File: src/rtl/alu_control_mdu.sv
// EX-stage ALU control decoder with an iterative unsigned multiply/divide unit.
// It holds the HI/LO registers and stalls the pipeline while an operation runs.
module alu_control_mdu #(
  parameter int DATA_WIDTH  = 32,
  parameter int ALUOP_WIDTH = 3,
  parameter int OP_WIDTH    = 4
) (
  input  logic                   clk,
  input  logic                   reset,
  input  logic [ALUOP_WIDTH-1:0] ALUOp,
  input  logic [5:0]             ALUFunction,
  input  logic                   instr_valid,
  input  logic [DATA_WIDTH-1:0]  operand_a,
  input  logic [DATA_WIDTH-1:0]  operand_b,
  output logic [OP_WIDTH-1:0]    ALUOperation,
  output logic                   stall,
  output logic                   md_done,
  output logic                   div_by_zero,
  output logic [DATA_WIDTH-1:0]  hi,
  output logic [DATA_WIDTH-1:0]  lo,
  output logic                   sel_hi,
  output logic                   sel_lo
);
  localparam int W  = DATA_WIDTH;
  localparam int CW = $clog2(DATA_WIDTH + 1);

  localparam logic [ALUOP_WIDTH-1:0] OP_R    = ALUOP_WIDTH'(7);
  localparam logic [ALUOP_WIDTH-1:0] OP_LUI  = ALUOP_WIDTH'(0);
  localparam logic [ALUOP_WIDTH-1:0] OP_ADDI = ALUOP_WIDTH'(4);
  localparam logic [ALUOP_WIDTH-1:0] OP_ORI  = ALUOP_WIDTH'(5);
  localparam logic [ALUOP_WIDTH-1:0] OP_ANDI = ALUOP_WIDTH'(6);

  localparam logic [5:0] F_MULTU = 6'b011001;
  localparam logic [5:0] F_DIVU  = 6'b011011;
  localparam logic [5:0] F_MFHI  = 6'b010000;
  localparam logic [5:0] F_MFLO  = 6'b010010;

  typedef enum logic [1:0] {IDLE, MUL, DIV, DONE} state_t;

  state_t          state, state_nxt;
  logic [W-1:0]    acc_hi, acc_lo, divr;
  logic [W-1:0]    step_hi, step_lo;
  logic [W:0]      msum, rsh, rdiff;
  logic [CW-1:0]   cnt;
  logic            rtype, is_multu, is_divu, mdu_req, last;

  assign rtype    = (ALUOp == OP_R);
  assign is_multu = rtype && (ALUFunction == F_MULTU);
  assign is_divu  = rtype && (ALUFunction == F_DIVU);
  assign mdu_req  = instr_valid && (is_multu || is_divu);
  assign sel_hi   = rtype && (ALUFunction == F_MFHI);
  assign sel_lo   = rtype && (ALUFunction == F_MFLO);
  assign last     = (cnt == CW'(W - 1));

  always_comb begin
    ALUOperation = OP_WIDTH'(4'b1001);
    casex ({ALUOp, ALUFunction})
      {OP_R, 6'b100100}:    ALUOperation = OP_WIDTH'(4'b0000);
      {OP_R, 6'b100101}:    ALUOperation = OP_WIDTH'(4'b0001);
      {OP_R, 6'b100111}:    ALUOperation = OP_WIDTH'(4'b0010);
      {OP_R, 6'b100000}:    ALUOperation = OP_WIDTH'(4'b0011);
      {OP_R, 6'b000000}:    ALUOperation = OP_WIDTH'(4'b0101);
      {OP_R, 6'b000010}:    ALUOperation = OP_WIDTH'(4'b0110);
      {OP_R, F_MULTU},
      {OP_R, F_DIVU},
      {OP_R, F_MFHI},
      {OP_R, F_MFLO}:       ALUOperation = OP_WIDTH'(4'b0011);
      {OP_LUI,  6'bxxxxxx}: ALUOperation = OP_WIDTH'(4'b0101);
      {OP_ADDI, 6'bxxxxxx}: ALUOperation = OP_WIDTH'(4'b0011);
      {OP_ORI,  6'bxxxxxx}: ALUOperation = OP_WIDTH'(4'b0001);
      {OP_ANDI, 6'bxxxxxx}: ALUOperation = OP_WIDTH'(4'b0000);
      default:              ALUOperation = OP_WIDTH'(4'b1001);
    endcase
  end

  // One iteration: MUL adds the multiplicand on the low multiplier bit and
  // shifts the product right; DIV shifts the remainder left and subtracts if it fits.
  always_comb begin
    msum    = {1'b0, acc_hi} + {1'b0, (acc_lo[0] ? divr : {W{1'b0}})};
    rsh     = {acc_hi, acc_lo[W-1]};
    rdiff   = rsh - {1'b0, divr};
    step_hi = acc_hi;
    step_lo = acc_lo;
    if (state == MUL) begin
      step_hi = msum[W:1];
      step_lo = {msum[0], acc_lo[W-1:1]};
    end else if (rdiff[W]) begin
      step_hi = rsh[W-1:0];
      step_lo = {acc_lo[W-2:0], 1'b0};
    end else begin
      step_hi = rdiff[W-1:0];
      step_lo = {acc_lo[W-2:0], 1'b1};
    end
  end

  always_ff @(posedge clk) begin
    if (!reset) state <= IDLE;
    else        state <= state_nxt;
  end

  always_comb begin
    state_nxt = state;
    stall     = 1'b0;
    case (state)
      IDLE: begin
        stall = mdu_req;
        if (mdu_req) begin
          if (is_multu)                 state_nxt = MUL;
          else if (operand_b == '0)     state_nxt = DONE;
          else                          state_nxt = DIV;
        end
      end
      MUL, DIV: begin
        stall = 1'b1;
        if (last) state_nxt = DONE;
      end
      DONE:    state_nxt = IDLE;
      default: state_nxt = IDLE;
    endcase
  end

  // Final iteration writes HI/LO directly, so they are valid throughout DONE.
  always_ff @(posedge clk) begin
    if (!reset) begin
      acc_hi      <= '0;
      acc_lo      <= '0;
      divr        <= '0;
      cnt         <= '0;
      hi          <= '0;
      lo          <= '0;
      md_done     <= 1'b0;
      div_by_zero <= 1'b0;
    end else begin
      md_done     <= 1'b0;
      div_by_zero <= 1'b0;
      case (state)
        IDLE: if (mdu_req) begin
          acc_hi <= '0;
          acc_lo <= is_multu ? operand_b : operand_a;
          divr   <= is_multu ? operand_a : operand_b;
          cnt    <= '0;
          if (is_divu && operand_b == '0) begin
            hi          <= operand_a;
            lo          <= '1;
            md_done     <= 1'b1;
            div_by_zero <= 1'b1;
          end
        end
        MUL, DIV: begin
          acc_hi <= step_hi;
          acc_lo <= step_lo;
          cnt    <= cnt + 1'b1;
          if (last) begin
            hi      <= step_hi;
            lo      <= step_lo;
            md_done <= 1'b1;
          end
        end
        default: ;
      endcase
    end
  end
endmodule

File: config.mk
export PLATFORM = sky130hd
export DESIGN_NAME = alu_control_mdu
export DESIGN_NICKNAME = d
export VERILOG_FILES = /design/src/rtl/alu_control_mdu.sv
export SDC_FILE = /design/constraint.sdc
export NUM_CORES = 1
export LEC_CHECK = 0
export ABC_AREA = 1
export CORE_MARGIN = 1.5
export CORE_UTILIZATION = 45
export DETAILED_ROUTE_END_ITERATION = 10
export GPL_TIMING_DRIVEN = 0
export PLACE_DENSITY = 0.76
export SLEW_MARGIN = 20
export SYNTH_ARGS = -nofsm -noshare
export SYNTH_HDL_FRONTEND = slang
export SYNTH_SLANG_ARGS = --single-unit
File: constraint.sdc
create_clock -name clk -period 8.1 [get_ports clk]
set_clock_uncertainty 0.05 [all_clocks]
set_input_delay 1.62 -clock clk [delete_from_list [all_inputs] [get_ports clk]]
set_output_delay 1.62 -clock clk [all_outputs]
set_load 0.01 [all_outputs]
==> run metrics <==
outcome finished, final reports clean; vias per cell roughly 5.5; n_diodes 0; Area Growth Syn to Fin 18.5%; CP Data Required Time between 6000 and 7000 ps; post-synthesis sequential area ratio 0.248; worst hold stages 2; Arrival @ worst endpoint between 4000 and 5000 ps; Yosys reg bits 170; endpoints failing setup 0; largest net degree at the start of global routing 17; Mapped Area 13,700 µm²; Most used DFF post-synth dfxtp_1; met2 Usage GRT 0.558; # port buffers around 150; asr flop ratio synth 0; Antenna Nets Post-Route 0; core area between 20,000 and 30,000 µm²; DR vias 16,324; Post-DP HPWL about 43,000 µm; initial antenna violation count 0; worst rel slew slack 0.452; syn nets around 2,500; Non-Filler Instances between 2,000 and 3,000; Final Max Slew Viols 0; Post-CTS Setup Bufs 0; R2R cell count 18; Root Buffer clkbuf_16; Skew-Pair Late Insertion Delay around 440 ps; num rows between 60 and 70; startpoint types input pin; Worst R2R Setup Slack approximately 4300 ps; final hold violation count 0; Die Span Y 178 µm; CTS tree yes; fin util 0.546; Pre-Repair DR Iteration Count 8; minimum clock period ~6200 ps; H-tree levels 4; Setup TNS Final 0 ps; CTS max path bufs 2; clk sinks 170; CP Class input pin to output port; CTS Buf Count 17; Total GRT Usage 0.330; worst-margin pin slew approximately 820 ps; Max-Cap Viols 0; crit path launch ALUFunction[4]; Nets about 2,700; EDFF count, synth 0; Mapped Cells 2,374; min-delay src lo[30]; Min-Delay Path Class flip-flop to flip-flop; I/O pins between 100 and 150; pre-CTS setup slack just over 2000 ps; final WL about 52,000 µm; die area between 30,000 and 40,000 µm²; Initial Utilization 0.461; crit share post-route 0.762; Post-Place Cells 2,912; 1st-iter DRT viols ~1,600; reg-to-reg endpoint acc_hi[31]; gp weighted congestion between 1 and 1.5; Post-Syn Area per Cell roughly 5.8 µm²; post-cts hold buffer count 0; reg2reg start acc_lo[0]; critical path capture point type output port; final worst slack 1930 ps; Worst Hold Endpoint lo[30]; drt wl/cell 17.7 µm; total grt overflow 0; RSZ-0062 raised after global routing false; GRT Max-Usage Layer met2; distinct cell type count of the synthesized netlist 47; Max Fanout on Critical Path 10; clk slew on worst S/H paths about 70 ps; Yosys warnings 0; Achievable Freq between 0.15 and 0.2 GHz; number of global-route vias before repair 15,323; DRC 0; first-pass GRT wire length 80,700 µm; share of cells above drive strength 1 0.0431; GR Util met1 0.419; met3 GRT Util 0.0392; Die X around 180 µm; Post-CTS Resized 0
area by class of cell:
| cell class | count | area (µm²) |
|---|---|---|
| timing repair buffer | 148 | 1480 |
| clock buffer | 18 | 439 |
| fill | 3026 | 13500 |
| sequential | 170 | 3400 |
| clock inverter | 14 | 135 |
| multi-input combinational | 1747 | 8520 |
| tap | 390 | 488 |
| inverter | 353 | 1330 |
| buffer | 104 | 479 |
sequential cells by signal, indices dropped and copies added (netlist names):
signal and cells:
acc_hi 32, acc_lo 32, divr 32, hi 32, lo 32, cnt 6, state 2, div_by_zero 1
md_done 1
layout by cell type (no fill, tap or decap), types with 5 or more instances in the layout:
| master | n |
|---|---|
| nand2_1 | 726 |
| ha_1 | 69 |
| nand4_1 | 14 |
| buf_2 | 28 |
| inv_1 | 344 |
| dfxtp_1 | 170 |
| clkbuf_16 | 17 |
| clkdlybuf4s50_1 | 148 |
| inv_2 | 8 |
| xnor2_1 | 5 |
| a21o_1 | 8 |
| nor2_2 | 5 |
| nand3_1 | 194 |
| a21oi_1 | 228 |
| nand3b_1 | 7 |
| inv_6 | 6 |
| and3_1 | 5 |
| xor2_1 | 8 |
| nor2_1 | 174 |
| and2_1 | 7 |
| nand2_2 | 10 |
| nor4_1 | 12 |
| clkbuf_1 | 60 |
| nor3_1 | 17 |
| o21ai_1 | 43 |
| o211ai_1 | 35 |
| buf_4 | 8 |
| o21ai_0 | 151 |
worst max-delay path, stage by stage:
cell             delay (ps)
clkdlybuf4s50_1         510
inv_1                    50
nor2_1                  160
inv_1                    80
nor2_2                  150
nand4_2                 170
nor3_4                  420
inv_2                   120
clkbuf_1                290
a21oi_1                 320
clkdlybuf4s50_1         610
synthesized netlist by cell type (2+ instances only):
library cell    n  area share
nor2_2          5      0.0023
nand3_1       194       0.071
o21ai_1        43       0.016
buf_4           8      0.0044
nor4_1         12      0.0055
nand2_2        10      0.0046
xor2_1          8      0.0051
nand2_1       726        0.20
ha_1           69       0.063
xnor2_1         5      0.0032
buf_6           3      0.0025
o211ai_1       35       0.019
fa_1            2      0.0029
buf_2          28       0.010
and2_1          7      0.0032
nor2_1        174       0.048
a21oi_2         3      0.0019
o21ai_0       151       0.055
nand3b_1        7      0.0038
a211oi_1        3      0.0016
o21bai_1        2      0.0011
nand4_1        14      0.0064
a221oi_1        2      0.0013
clkbuf_1       60       0.016
dfxtp_1       170        0.25
nor3b_1         2      0.0011
a21oi_1       228       0.083
inv_2           8      0.0022
or2_2           4      0.0018
a21o_1          8      0.0044
inv_1         344       0.094
nor3_1         17      0.0062
buf_1           4      0.0011
and3_1          5      0.0023
metrics by stage:
| step | hold WS, ps | instance area [µm²] |
|---|---|---|
| 2_1_floorplan | 402 | 13700 |
| 3_3_place_gp | 418 | 15700 |
| 3_5_place_dp | 425 | 15700 |
| 4_1_cts | 438 | 16300 |
| 5_1_grt | 452 | 16300 |
| 6_report | 435 | 16300 |
how the worst max path moves through the flow:
| stage | slack (ps) | end | depth (start not counted) |
|---|---|---|---|
| final | 1930 | stall | 11 |
| after global routing | 1750 | stall | 11 |
| after CTS | 2000 | stall | 11 |
| after detailed placement | 2020 | stall | 11 |
| after global placement | 2090 | stall | 11 |
| after floorplan | 3580 | stall | 9 |
metal layers:
| layer | vias up | routed length [µm] |
|---|---|---|
| met5 | - | 0 |
| met4 | 0 | 2380 |
| met3 | 111 | 4760 |
| met2 | 838 | 23700 |
| met1 | 7421 | 21300 |
| li1 | 7954 | - |
logic make-up after synthesis:
family | after synthesis | synth area share
xor gates and xnor gates | 13 | 0.00830
and+or+nand+nor | 1184 | 0.360
DFF | 170 | 0.248
adders and majority gates | 71 | 0.0658
buffers and inverters | 457 | 0.131
AOI/OAI and AO/OA | 479 | 0.186
Power is not shown: default switching activity piles up to over one toggle a cycle in this logic, so the estimate is an artifact.
